`src/rtl/instruction_fetch_unit.sv`:
```
// LEGv8 fetch front end: one outstanding imem request, held instruction
// handed to decode, next PC from branch resolution on acceptance.
module instruction_fetch_unit #(
    parameter int                ADDR_W   = 64,
    parameter logic [ADDR_W-1:0] RESET_PC = '0,
    parameter int                IMM_W    = 26
) (
    input  logic              clk,
    input  logic              rst,
    output logic              imem_req,
    output logic [ADDR_W-1:0] imem_addr,
    input  logic              imem_ready,
    input  logic [31:0]       imem_rdata,
    output logic [31:0]       instr_out,
    output logic [ADDR_W-1:0] instr_pc,
    output logic              instr_valid,
    input  logic              decode_ready,
    input  logic              Branch,
    input  logic              unconditional_branch,
    input  logic              zero,
    input  logic [IMM_W-1:0]  br_offset,
    output logic [31:0]       retired_count
);

    typedef enum logic {
        S_REQ,
        S_HOLD
    } state_t;

    state_t            state;
    logic [ADDR_W-1:0] pc;
    logic              req_q;
    logic              valid_q;
    logic              taken;
    logic [ADDR_W-1:0] offset_bytes;
    logic [ADDR_W-1:0] next_pc;

    // Word offset sign-extended and scaled to bytes keeps pc word aligned.
    assign offset_bytes = {{(ADDR_W-IMM_W-2){br_offset[IMM_W-1]}},
                           br_offset, 2'b00};
    assign taken   = unconditional_branch | (Branch & zero);
    assign next_pc = taken ? instr_pc + offset_bytes
                           : instr_pc + ADDR_W'(4);

    assign imem_req    = req_q;
    assign imem_addr   = pc;
    assign instr_valid = valid_q;

    always_ff @(posedge clk) begin
        if (rst) begin
            state         <= S_REQ;
            pc            <= RESET_PC;
            req_q         <= 1'b0;
            valid_q       <= 1'b0;
            instr_out     <= '0;
            instr_pc      <= '0;
            retired_count <= '0;
        end else begin
            unique case (state)
                S_REQ: begin
                    // req_q low only in the bubble right after reset.
                    if (req_q && imem_ready) begin
                        instr_out <= imem_rdata;
                        instr_pc  <= pc;
                        req_q     <= 1'b0;
                        valid_q   <= 1'b1;
                        state     <= S_HOLD;
                    end else begin
                        req_q <= 1'b1;
                    end
                end
                S_HOLD: begin
                    if (decode_ready) begin
                        pc            <= next_pc;
                        retired_count <= retired_count + 32'd1;
                        req_q         <= 1'b1;
                        valid_q       <= 1'b0;
                        state         <= S_REQ;
                    end
                end
                default: state <= S_REQ;
            endcase
        end
    end

endmodule

```
`config.mk`:
```
export PLATFORM = sky130hd
export DESIGN_NAME = instruction_fetch_unit
export DESIGN_NICKNAME = d
export VERILOG_FILES = /design/src/rtl/instruction_fetch_unit.sv
export SDC_FILE = /design/constraint.sdc
export NUM_CORES = 1
export LEC_CHECK = 0
export ABC_AREA = 1
export CORE_UTILIZATION = 45
export CTS_CLUSTER_SIZE = 10
export DETAILED_ROUTE_END_ITERATION = 6
export PLACE_DENSITY = 0.72
export SETUP_SLACK_MARGIN = 0.15
export SYNTH_ARGS = -nofsm -noshare
export SYNTH_HDL_FRONTEND = slang
export SYNTH_SLANG_ARGS = --single-unit
export TNS_END_PERCENT = 5
```
`constraint.sdc`:
```
create_clock -name clk -period 5.3 [get_ports clk]
set_input_delay 0.53 -clock clk [delete_from_list [all_inputs] [get_ports clk]]
set_output_delay 0.53 -clock clk [all_outputs]
set_load 0.005 [all_outputs]
```
# Word-level counts from Yosys, hierarchy flattened
# Cells that the tools add are included.
# W data, S select, Z words.
[word_totals]
reg_bits = 195
latchBits = 0
mem_bits_rw = 0
romBits = 0
out_inout_bits = 194
n_memories = 0
[classes]
add_sub_neg = 3
multipliers = 0
n_div = 0
magnitude_cmp = 0
eq_ne = 2
shift = 0
mux = 10
bitwise_logic = 3
n_reduce_logical = 4
[op_table]
columns = ["operator", "n"]
rows = [
  ["$add A64 B3 Y64 const B", 1],
  ["$add A64 B64 Y64", 1],
  ["$mux W64", 1],
  ["$add A32 B1 Y32 const B", 1],
  ["$mux W1", 6],
  ["$pmux W1 S2", 3],
  ["$reduce_and A2 Y1", 3],
  ["$ne A2 B2 Y1 const B", 2],
  ["$and A1 B1 Y1", 1],
  ["$logic_and A1 B1 Y1", 1],
  ["$not A1 Y1", 1],
  ["$or A1 B1 Y1", 1],
]

# Longest topological paths before layout
# Gate-level depths: netlist of run 1.
[depth]
ltp_word = 3
depth_mapped = 23
ltp_nobuf = 22

# Worst setup path after synthesis of run 1
# Ideal clock, no wire load.
[synth_path]
path_kind = "input to register"
startpoint = "input port Branch"
endpoint = "register pc[48], in the netlist imem_addr[48]"
setup_time_ns = 0.113
arrival_ns = 2.816
setup_slack_ns = 2.371
cell_stages = 21
n_path_buf = 2
cell_sequence = "nand2_2 -> nand2_4 -> buf_2 -> inv_1 -> buf_1 -> nor2_1 -> ha_1 -> a21oi_1 -> nor2_1 -> nor2_1 -> o21ai_0 -> nand2_1 -> nand3_1 -> nand2_1 -> nand3_1 -> nand2_1 -> nand2_1 -> nand2_1 -> nand2_1 -> o21ai_1 -> inv_1"
[synth_between]
elab_chain_len = 3
[synth_rtl]
columns = ["item", "line_no", "rtl"]
rows = [
  ["start, declared", "18", "input logic Branch,"],
  ["$and A1 B1 Y1", "41", "assign taken = unconditional_branch | (Branch & zero);"],
  ["$or A1 B1 Y1", "41", ""],
  ["$mux W64", "42", "assign next_pc = taken ? instr_pc + offset_bytes"],
  ["end signal, assigned", "74", "pc <= next_pc;"],
  ["end, declared", "31", "logic [ADDR_W-1:0] pc;"],
]
# Every way passes these cells.
# A chain may end at the register's enable or synchronous reset.

# Worst setup path in the final report of run 1
# Ends and elaborated chain as after synthesis.

==> flow_summary_export.csv, run 1 <==
group,metric,value,unit
run_status,outcome,"complete, no violations",
finish,multi_input_comb_area,0.00694,mm2
route,wire_per_inst,17.1,um
global_route,grt_first_pass_wirelength,69200,um
global_route,grt_max_degree,79,
global_route,grt_overflow_total,0,
floorplanning,die_y,167,um
setup_path,cp.arrival,4.21,ns
floorplanning,dieArea,0.0280,mm2
floorplanning,io_pins,259,
sta,maxSlewHeadroom,19.3,%
floorplanning,rows,60,
finish,diodes,0,
floorplanning,core,0.0269,mm2
sta,slew_viol_final,0,
setup_path,max_stage_delay,0.60,ns
job,max-cap-violations,0,
sta,tns,0,ns
route,via_count,13700,
setup_path,critPathKind,"in -> reg",
sta,clock_skew,0.0215,ns
finish,fillers,2581,
yosys,seq_area_frac_synth,31.8,%
cts,postCtsHoldBufs,0,
route,initialDrtViolationCount,1083,
route,viasPerCell,5.37,
sta,fmax,259,MHz
floorplanning,initial_core_util,45.7,%
setup_path,path_delay_family,"simple AND/OR/NAND/NOR gates",
yosys,yosysWarningCount,0,
setup_path,crit_path_end_kind,"flip-flop",
power_and_ir_drop,p_leak,7.14,nW
sta,rsz0062_at_grt,"false",
cts,clkSinkCount,195,
worst_hold_path,hp-class,"reg -> reg",
finish,drive_gt1_share,4.20,%
sta,min_period,3.86,ns
cts,htree_levels,4,
yosys,synth_cell_type_count,45,
setup_path,crit_chain,"clkdlybuf4s50_1, nand2_2, nand2_4, inv_1, or2_2, ha_1, inv_1, fa_1, inv_1, nand3_1, nand3_1, nand2_1, nand2_1, nand3_1, nand3_1, nand2_1, nand3_1, nand2_1, nand2_1, nor2_1, o21ai_1, inv_1",
setup_path,cp_max_fo,24,
finish,nNetsFinal,2293,
finish,area.sequential,0.00390,mm2
cts,clk_pin_slew,0.10,ns
yosys,syn-num-nets,2079,
yosys,synthCells,1987,
cts,cts_buffers,17,
power_and_ir_drop,fin_total_pwr,0.00389,W
cts,clk_latency,0.46,ns
floorplanning,die_w,167,um
finish,final_cells,2555,
placement,dpl.hpwl,33500,um
cts,post-cts-setup-buffers,0,
global_route,grt_pass1_vias,12600,
yosys,syn_avg_cell_area,6.18,um2
power_and_ir_drop,power_density,248,mW/mm2
cts,clockBufferDepth,2,
placement,dp.cells,2523,
setup_path,worst-path-buf-inv,5,
cts,cts_tree,"built",
cts,cts_resized,0,
placement,place_congestion,0.992,
sta,setup_viol,0,
power_and_ir_drop,vdd_drop_max,160,uV
finish,utilization,58.3,%
route,routed_wl,43700,um
sta,finalHoldViolCount,0,
route,drc,0,
sta,tightest_slew,1.21,ns
yosys,syn_area,0.0123,mm2
cts,clockRootBuffer,"clkbuf_16",
placement,port_buffers,258,
finish,mostFrequentLayoutCells,"509 x nand2_1, 279 x inv_1, 276 x nor2_1",
finish,final_common_cell,"nand2_1",
route,drtPass1Iterations,6,
global_route,track_usage,31.0,%
global_route,grt_antenna_before_repair,0,
sta,timing.final.crit_share,72.9,%
route,ant_nets,0,
setup_path,start_kind,"input pin",
yosys,ys_ff_latch,195,
setup_path,cp.required,5.65,ns
setup_path,slowest_stage,"inv_1",
finish,syn_to_final_growth,27.5,%
==> synthesized netlist by cell type (all sizes together) <==
master	n	area, um2
a21o	2	15.0
and2	3	18.8
a21oi	131	656
xor2	31	272
a41oi	33	289
buf	30	189
o32ai	3	26.3
nand4	24	156
nor2	288	1140
nand2	521	2000
nor3	24	156
xnor2	6	52.6
dfxtp	195	3900
a31oi	2	12.5
or2	2	12.5
a21boi	4	30.0
ha	26	325
o21a	4	30.0
o21ai	149	746
o211ai	5	37.5
clkbuf	44	165
o22ai	8	50.1
nand3b	5	50.1
nor4	2	12.5
nand3	129	651
inv	291	1090
o21bai	15	113
clkinv	3	11.3
o221ai	6	52.6
fa	1	20.0
==> path summary, 6_finish.rpt <==
| check | from | to | slack [ns] | cells past startpoint |
|---|---|---|---|---|
| min | imem_addr[53] | imem_addr[53] | 0.47 | 2 |
| max reg2reg | state | retired_count[1] | 2.54 | 5 |
| max | Branch | imem_addr[48] | 1.44 | 22 |
| min reg2reg | imem_addr[53] | imem_addr[53] | 0.47 | 2 |
==> logic make-up after synthesis <==
group	after synthesis	synth area share, %
flops	195	31.8
fa+ha+maj	27	2.81
buf+inv	368	11.9
simple gates	998	34.2
compound gates	362	16.7
xor+xnor	37	2.64
==> worst reg2reg max path, cell delays in order, from the launching register on <==
cell and delay, ns:
dfxtp_1 0.35, nand2_2 0.55, inv_2 0.23, nor2_1 0.71, inv_1 0.53, o21ai_0 0.30
==> sequential cells by signal (all words and copies together) (netlist names) <==
| signal | flops |
|---|---|
| imem_addr | 64 |
| imem_req | 1 |
| instr_out | 32 |
| instr_pc | 64 |
| instr_valid | 1 |
| retired_count | 32 |
| state | 1 |
==> where the power goes <==
group	switching, W	leakage (nW)	total (W)	internal, W
Combinational	0.000507	5.24	0.000851	0.000345
Clock	0.000774	0.306	0.00144	0.000666
Sequential	0.0000625	1.59	0.00160	0.00154
==> final cells by class <==
cell class / instances / area share [%]
multi-input cells: 1424 / 44.3
flip-flops and latches: 195 / 24.9
repair buffers: 269 / 17.0
inverters: 294 / 7.05
well taps: 341 / 2.72
clock buffers: 17 / 2.72
clock inverters: 15 / 1.35
==> per-layer routing <==
layer	wire length, um	vias up	GRT usage (%)
met1	19900	6328	42.0
met4	1040	0	9.29
li1	-	6805	-
met3	3240	58	5.32
met2	19500	536	50.5
met5	0	-	0
==> through the flow <==
step	instance area, um2	worst slack (ns)	hold WS [ns]
floorplan	12300	2.37	0.439
global placement	15000	1.05	0.454
detailed placement	15000	0.999	0.457
CTS	15700	1.47	0.467
global route	15700	1.12	0.488
finish	15700	1.44	0.472
No activity file was read; power rests on OpenSTA's default activity.
==> run 2: changes to the inputs <==
- clock period: 5.3 -> 4 ns (I/O delays scaled with it)
==> run 2 against run 1 <==
Largest cell class unchanged. Clock-buffer cell count did not move. Flip-flop and latch count did not move. Power rose by 31%.
==> flow_summary_export.csv, run 2 (synthesized netlist as in run 1, its figures left out) <==
group,metric,value,unit
floorplanning,die_w,167,um
cts,clk_pin_slew,0.09,ns
cts,htree_levels,4,
route,initialDrtViolationCount,1062,
floorplanning,initial_core_util,45.7,%
sta,clock_skew,0.0183,ns
setup_path,reg2regPathDepth,15,
finish,fillers,2692,
placement,dpl.hpwl,33600,um
setup_path,reg2reg_slack,1.35,ns
power_and_ir_drop,switching_power,0.00173,W
global_route,met3_usage,5.27,%
floorplanning,rows,60,
cts,post-cts-setup-buffers,0,
global_route,grt_overflow_total,0,
setup_path,cp.arrival,3.48,ns
power_and_ir_drop,power_density,322,mW/mm2
sta,worst_slack,0.878,ns
worst_hold_path,worstHoldPathCells,2,
global_route,use_met1,41.3,%
route,drc,0,
cts,postCtsHoldBufs,0,
placement,place_congestion,0.997,
placement,pre_cts_ws,0.460,ns
sta,slew_viol_final,0,
power_and_ir_drop,power_frac_clock,35.9,%
floorplanning,io_pins,259,
global_route,grt.met2_usage,50.1,%
finish,nNetsFinal,2308,
worst_hold_path,worstHoldStart,"imem_addr[53]",
sta,fmax,320,MHz
global_route,grt_antenna_before_repair,0,
cts,cts_resized,0,
setup_path,start_kind,"input pin",
setup_path,cp_max_fo,24,
global_route,grt_max_degree,79,
setup_path,rr_startpoint,"instr_pc[4]",
sta,rsz0062_at_grt,"false",
cts,cts_buffers,17,
setup_path,rr_endpoint,"imem_addr[47]",
sta,setup_viol,0,
finish,diodes,0,
finish,multi_input_comb_area,0.00694,mm2
global_route,grt_first_pass_wirelength,67800,um
setup_path,cp.required,4.36,ns
route,viasPerCell,5.26,
finish,mostFrequentLayoutCells,"509 x nand2_1, 279 x inv_1, 276 x nor2_1",
cts,clockRootBuffer,"clkbuf_16",
global_route,grt_pass1_vias,12500,
power_and_ir_drop,vdd_drop_max,265,uV
route,via_count,13500,
placement,port_buffers,258,
sta,maxSlewHeadroom,15.4,%
floorplanning,core,0.0269,mm2
sta,min_period,3.12,ns
route,wire_per_inst,16.9,um
route,drtPass1Iterations,7,
worst_hold_path,min_to,"imem_addr[53]",
setup_path,critPathKind,"in -> reg",
floorplanning,die_y,167,um
finish,area.sequential,0.00390,mm2
cts,clkSinkCount,195,
finish,final_common_cell,"nand2_1",
sta,timing.final.crit_share,78.0,%
global_route,grt_most_used_layer,"met2",
route,routed_wl,43600,um
sta,finalHoldViolCount,0,
finish,syn_to_final_growth,28.6,%
power_and_ir_drop,p_sw_share,33.9,%
sta,tightest_slew,1.27,ns
finish,drive_gt1_share,4.85,%
power_and_ir_drop,p_int,0.00337,W
worst_hold_path,hp-class,"reg -> reg",
setup_path,crit_path_end_kind,"flip-flop",
power_and_ir_drop,p_leak,7.21,nW
cts,clk_latency,0.46,ns
route,ant_nets,0,
cts,clockBufferDepth,2,
power_and_ir_drop,combPwrFrac,22.4,%
run_status,outcome,"complete, no violations",
global_route,track_usage,30.8,%
sta,tns,0,ns
floorplanning,dieArea,0.0280,mm2
cts,cts_tree,"built",
job,max-cap-violations,0,
power_and_ir_drop,p_seq_share,41.7,%
-- run 2: cell types whose count changed in the layout (fill, tap and decap cells not counted) --
cell        change
clkinvlp_4      +2
clkinv_8        +1
inv_6           -2
inv_8           +1
buf_12          +3
buf_4          +12
inv_12          -4
clkinv_4        +2
-- run 2: through the flow --
| step | util, % | instance area, um2 | hold slack [ns] | power (W) | instances |
|---|---|---|---|---|---|
| finish | 58.8 | 15800 | 0.470 | 0.00509 | 2570 |
| global route | 58.8 | 15800 | 0.491 | 0.00532 | 2570 |
| CTS | 58.8 | 15800 | 0.464 | 0.00510 | 2570 |
| detailed placement | 56.5 | 15200 | 0.458 | 0.00329 | 2538 |
| global placement | 56.5 | 15200 | 0.453 | 0.00328 | 2538 |
| floorplan | - | 12300 | 0.439 | 0.00280 | 1987 |
-- run 2: worst max path at each step --
stage | from | endpoint | slack [ns]
floorplan | Branch | imem_addr[48] | 1.20
global placement | Branch | imem_addr[48] | 0.54
detailed placement | Branch | imem_addr[48] | 0.46
CTS | Branch | imem_addr[48] | 0.93
global route | Branch | imem_addr[63] | 0.63
finish | Branch | imem_addr[47] | 0.88
-- run 2: final cells by class --
| cell class | instances | area share [%] |
|---|---|---|
| well taps | 341 | 2.70 |
| repair buffers | 284 | 17.8 |
| multi-input cells | 1424 | 43.9 |
| inverters | 294 | 6.99 |
| clock buffers | 17 | 2.69 |
| flip-flops and latches | 195 | 24.7 |
| clock inverters | 15 | 1.20 |
-- run 2: routing by layer --
layer  up-vias  wire (um)  part of all wire, %
li1       6832          -                    -
met2       486      19600                   45
met3        61       3210                  7.4
met5         -          0                    0
met1      6138      19700                   45
met4         0       1040                  2.4
-- run 2: power groups by stage --
stage | Clock [W] | Sequential (W) | Combinational [W]
floorplan | 0 | 0.00215 | 0.000644
global placement | 0 | 0.00216 | 0.00112
detailed placement | 0 | 0.00217 | 0.00113
CTS | 0.00184 | 0.00212 | 0.00113
global route | 0.00192 | 0.00213 | 0.00126
finish | 0.00183 | 0.00212 | 0.00114
-- run 2: worst max-delay path, cell delays in order --
cell             delay (ns)
clkdlybuf4s50_1        0.47
nand2_2                0.07
nand2_4                0.06
inv_1                  0.06
buf_12                 0.16
nor2_1                 0.11
ha_1                   0.30
a21oi_1                0.21
nand2_1                0.19
nand3_1                0.13
nand2_1                0.15
nand2_1                0.10
nand3_1                0.24
nand2_1                0.16
nand2_1                0.20
nand2_1                0.11
nand2_1                0.06
nand2_1                0.06
nand2_1                0.05
o21ai_1                0.13
inv_1                  0.05
==> run 3: changes to the inputs <==
- clock period: 4 -> 3.1 ns (I/O delays scaled with it)
==> run 3 against run 2 <==
Flip-flop and latch count unchanged. Clock skew is essentially flat. Clock power increased by 43%. Via count rose by 7.1%. Power grew 41%. Core utilization grew 7.1 points. Clock-buffer cell count unchanged. Routed wire length is 8.2% higher. Sequential power up 29%. Design area is 12% higher.
==> flow_summary_export.csv, run 3 (synthesized netlist as in run 1, its figures left out) <==
group,metric,value,unit
finish,nNetsFinal,2513,
route,drc,0,
finish,area.sequential,0.00390,mm2
floorplanning,die_y,167,um
floorplanning,die_w,167,um
setup_path,crit_path_end_kind,"flip-flop",
finish,final_common_cell,"nand2_1",
sta,setup_viol,0,
finish,diodes,0,
floorplanning,rows,60,
placement,port_buffers,258,
placement,dp.cells,2740,
sta,slew_viol_final,0,
setup_path,start_kind,"input pin",
floorplanning,initial_core_util,45.7,%
job,max-cap-violations,0,
route,ant_nets,0,
global_route,grt_pass1_vias,13600,
floorplanning,core,0.0269,mm2
sta,worst_slack,0.240,ns
sta,finalHoldViolCount,0,
sta,min_period,2.86,ns
setup_path,cp_max_fo,5,
route,wire_per_inst,17.0,um
setup_path,critPathKind,"in -> reg",
finish,fillers,2511,
setup_path,rr_startpoint,"instr_pc[2]",
power_and_ir_drop,p_leak,8.35,nW
cts,cts_tree,"built",
sta,tns,0,ns
sta,holdWs,0.468,ns
finish,final_cells,2775,
sta,timing.final.crit_share,92.3,%
placement,dpl.hpwl,36600,um
cts,clockBufferDepth,2,
global_route,grt_overflow_total,0,
setup_path,reg2reg_slack,0.64,ns
cts,clockRootBuffer,"clkbuf_16",
setup_path,setup.worst_path.end,"imem_addr[38]",
worst_hold_path,hp-class,"reg -> reg",
global_route,grt_first_pass_wirelength,73400,um
finish,multi_input_comb_area,0.00716,mm2
run_status,outcome,"complete, no violations",
sta,rsz0062_at_grt,"true",
cts,clk_pin_slew,0.08,ns
cts,clkSinkCount,195,
route,via_count,14500,
power_and_ir_drop,power_density,405,mW/mm2
cts,postCtsHoldBufs,0,
sta,clock_skew,0.0184,ns
route,initialDrtViolationCount,1169,
setup_path,cp.arrival,3.21,ns
global_route,grt_max_degree,73,
setup_path,cp-startpoint,"Branch",
power_and_ir_drop,vdd_drop_max,371,uV
placement,place_congestion,0.973,
finish,drive_gt1_share,15.2,%
cts,cts_buffers,17,
floorplanning,io_pins,259,
sta,fmax,350,MHz
finish,syn_to_final_growth,44.0,%
route,routed_wl,47100,um
sta,tightest_slew,0.633,ns
setup_path,reg2regPathDepth,17,
finish,mostFrequentLayoutCells,"492 x nand2_1, 278 x inv_1, 263 x nor2_1",
floorplanning,dieArea,0.0280,mm2
placement,pre_cts_ws,-0.371,ns
route,viasPerCell,5.21,
cts,clk_latency,0.46,ns
sta,maxSlewHeadroom,57.7,%
setup_path,cp.required,3.45,ns
global_route,track_usage,33.2,%
route,drtPass1Iterations,5,
cts,htree_levels,4,
global_route,grt_antenna_before_repair,0,
setup_path,rr_endpoint,"imem_addr[56]",
run 3: cell types whose count changed in the layout (fill, tap and decap cells not counted), sizes merged:
cell,delta
inv,+1
clkinvlp,-2
buf,+205
clkinv,-3
bufinv,+4
run 3: repair_timing:
| action | in CTS | in global routing |
|---|---|---|
| setup buffers | 0 | 3 |
| resized for setup | 2 | 61 |
| pin swaps | 0 | 12 |
| endpoints found under the setup margin | 7 | 40 |
| endpoints found under the hold margin | 0 | 0 |
run 3: critical path, cell delays in order:
cell and delay, ns:
clkdlybuf4s50_1 0.48, nand2_2 0.08, nand2_4 0.11, inv_2 0.07, or2_2 0.30, ha_2 0.19, inv_1 0.09, fa_2 0.22
inv_1 0.07, nand3_1 0.08, nand3_2 0.12, buf_4 0.15, nand4_1 0.09, nand3_2 0.15, nand2_2 0.12, nand2_4 0.08
nand2_1 0.09, nand2_2 0.08, a21oi_2 0.14, o21ai_1 0.08, nand2_1 0.07, inv_1 0.04
run 3: area by class of cell:
type,count,area share [%]
multi-input cells,1424,40.4
clock inverters,15,1.48
clock buffers,17,2.40
flip-flops and latches,195,22.1
well taps,341,2.41
repair buffers,489,25.0
inverters,294,6.24
run 3: how the worst min path moves through the flow:
stage	start	end	cells past startpoint
2_1_floorplan	instr_pc[0]	instr_pc[0]	2
3_3_place_gp	imem_addr[12]	instr_pc[12]	2
3_5_place_dp	imem_addr[22]	instr_pc[22]	2
4_1_cts	imem_addr[17]	instr_pc[17]	2
5_1_grt	imem_addr[14]	instr_pc[14]	2
6_report	imem_addr[17]	instr_pc[17]	2
run 3: power breakdown:
part / leakage [nW] / internal (W) / switching, W
Sequential: 1.59 / 0.00263 / 0.000108
Combinational: 6.43 / 0.000855 / 0.000955
Clock: 0.332 / 0.00142 / 0.00120
run 3: per-stage QoR:
stage / total power (W) / cell area [um2] / utilization, %
floorplan: 0.00361 / 12300 / -
global placement: 0.00452 / 16800 / 62.4
detailed placement: 0.00454 / 16800 / 62.4
CTS: 0.00713 / 17500 / 64.9
global route: 0.00746 / 17700 / 65.8
finish: 0.00716 / 17700 / 65.8
run 3: metal layers:
layer  track usage (%)  wire length (um)
met1              44.6             21400
met3              4.44              3050
met2              55.3             21600
met4              10.2              1020
met5                 0                 0
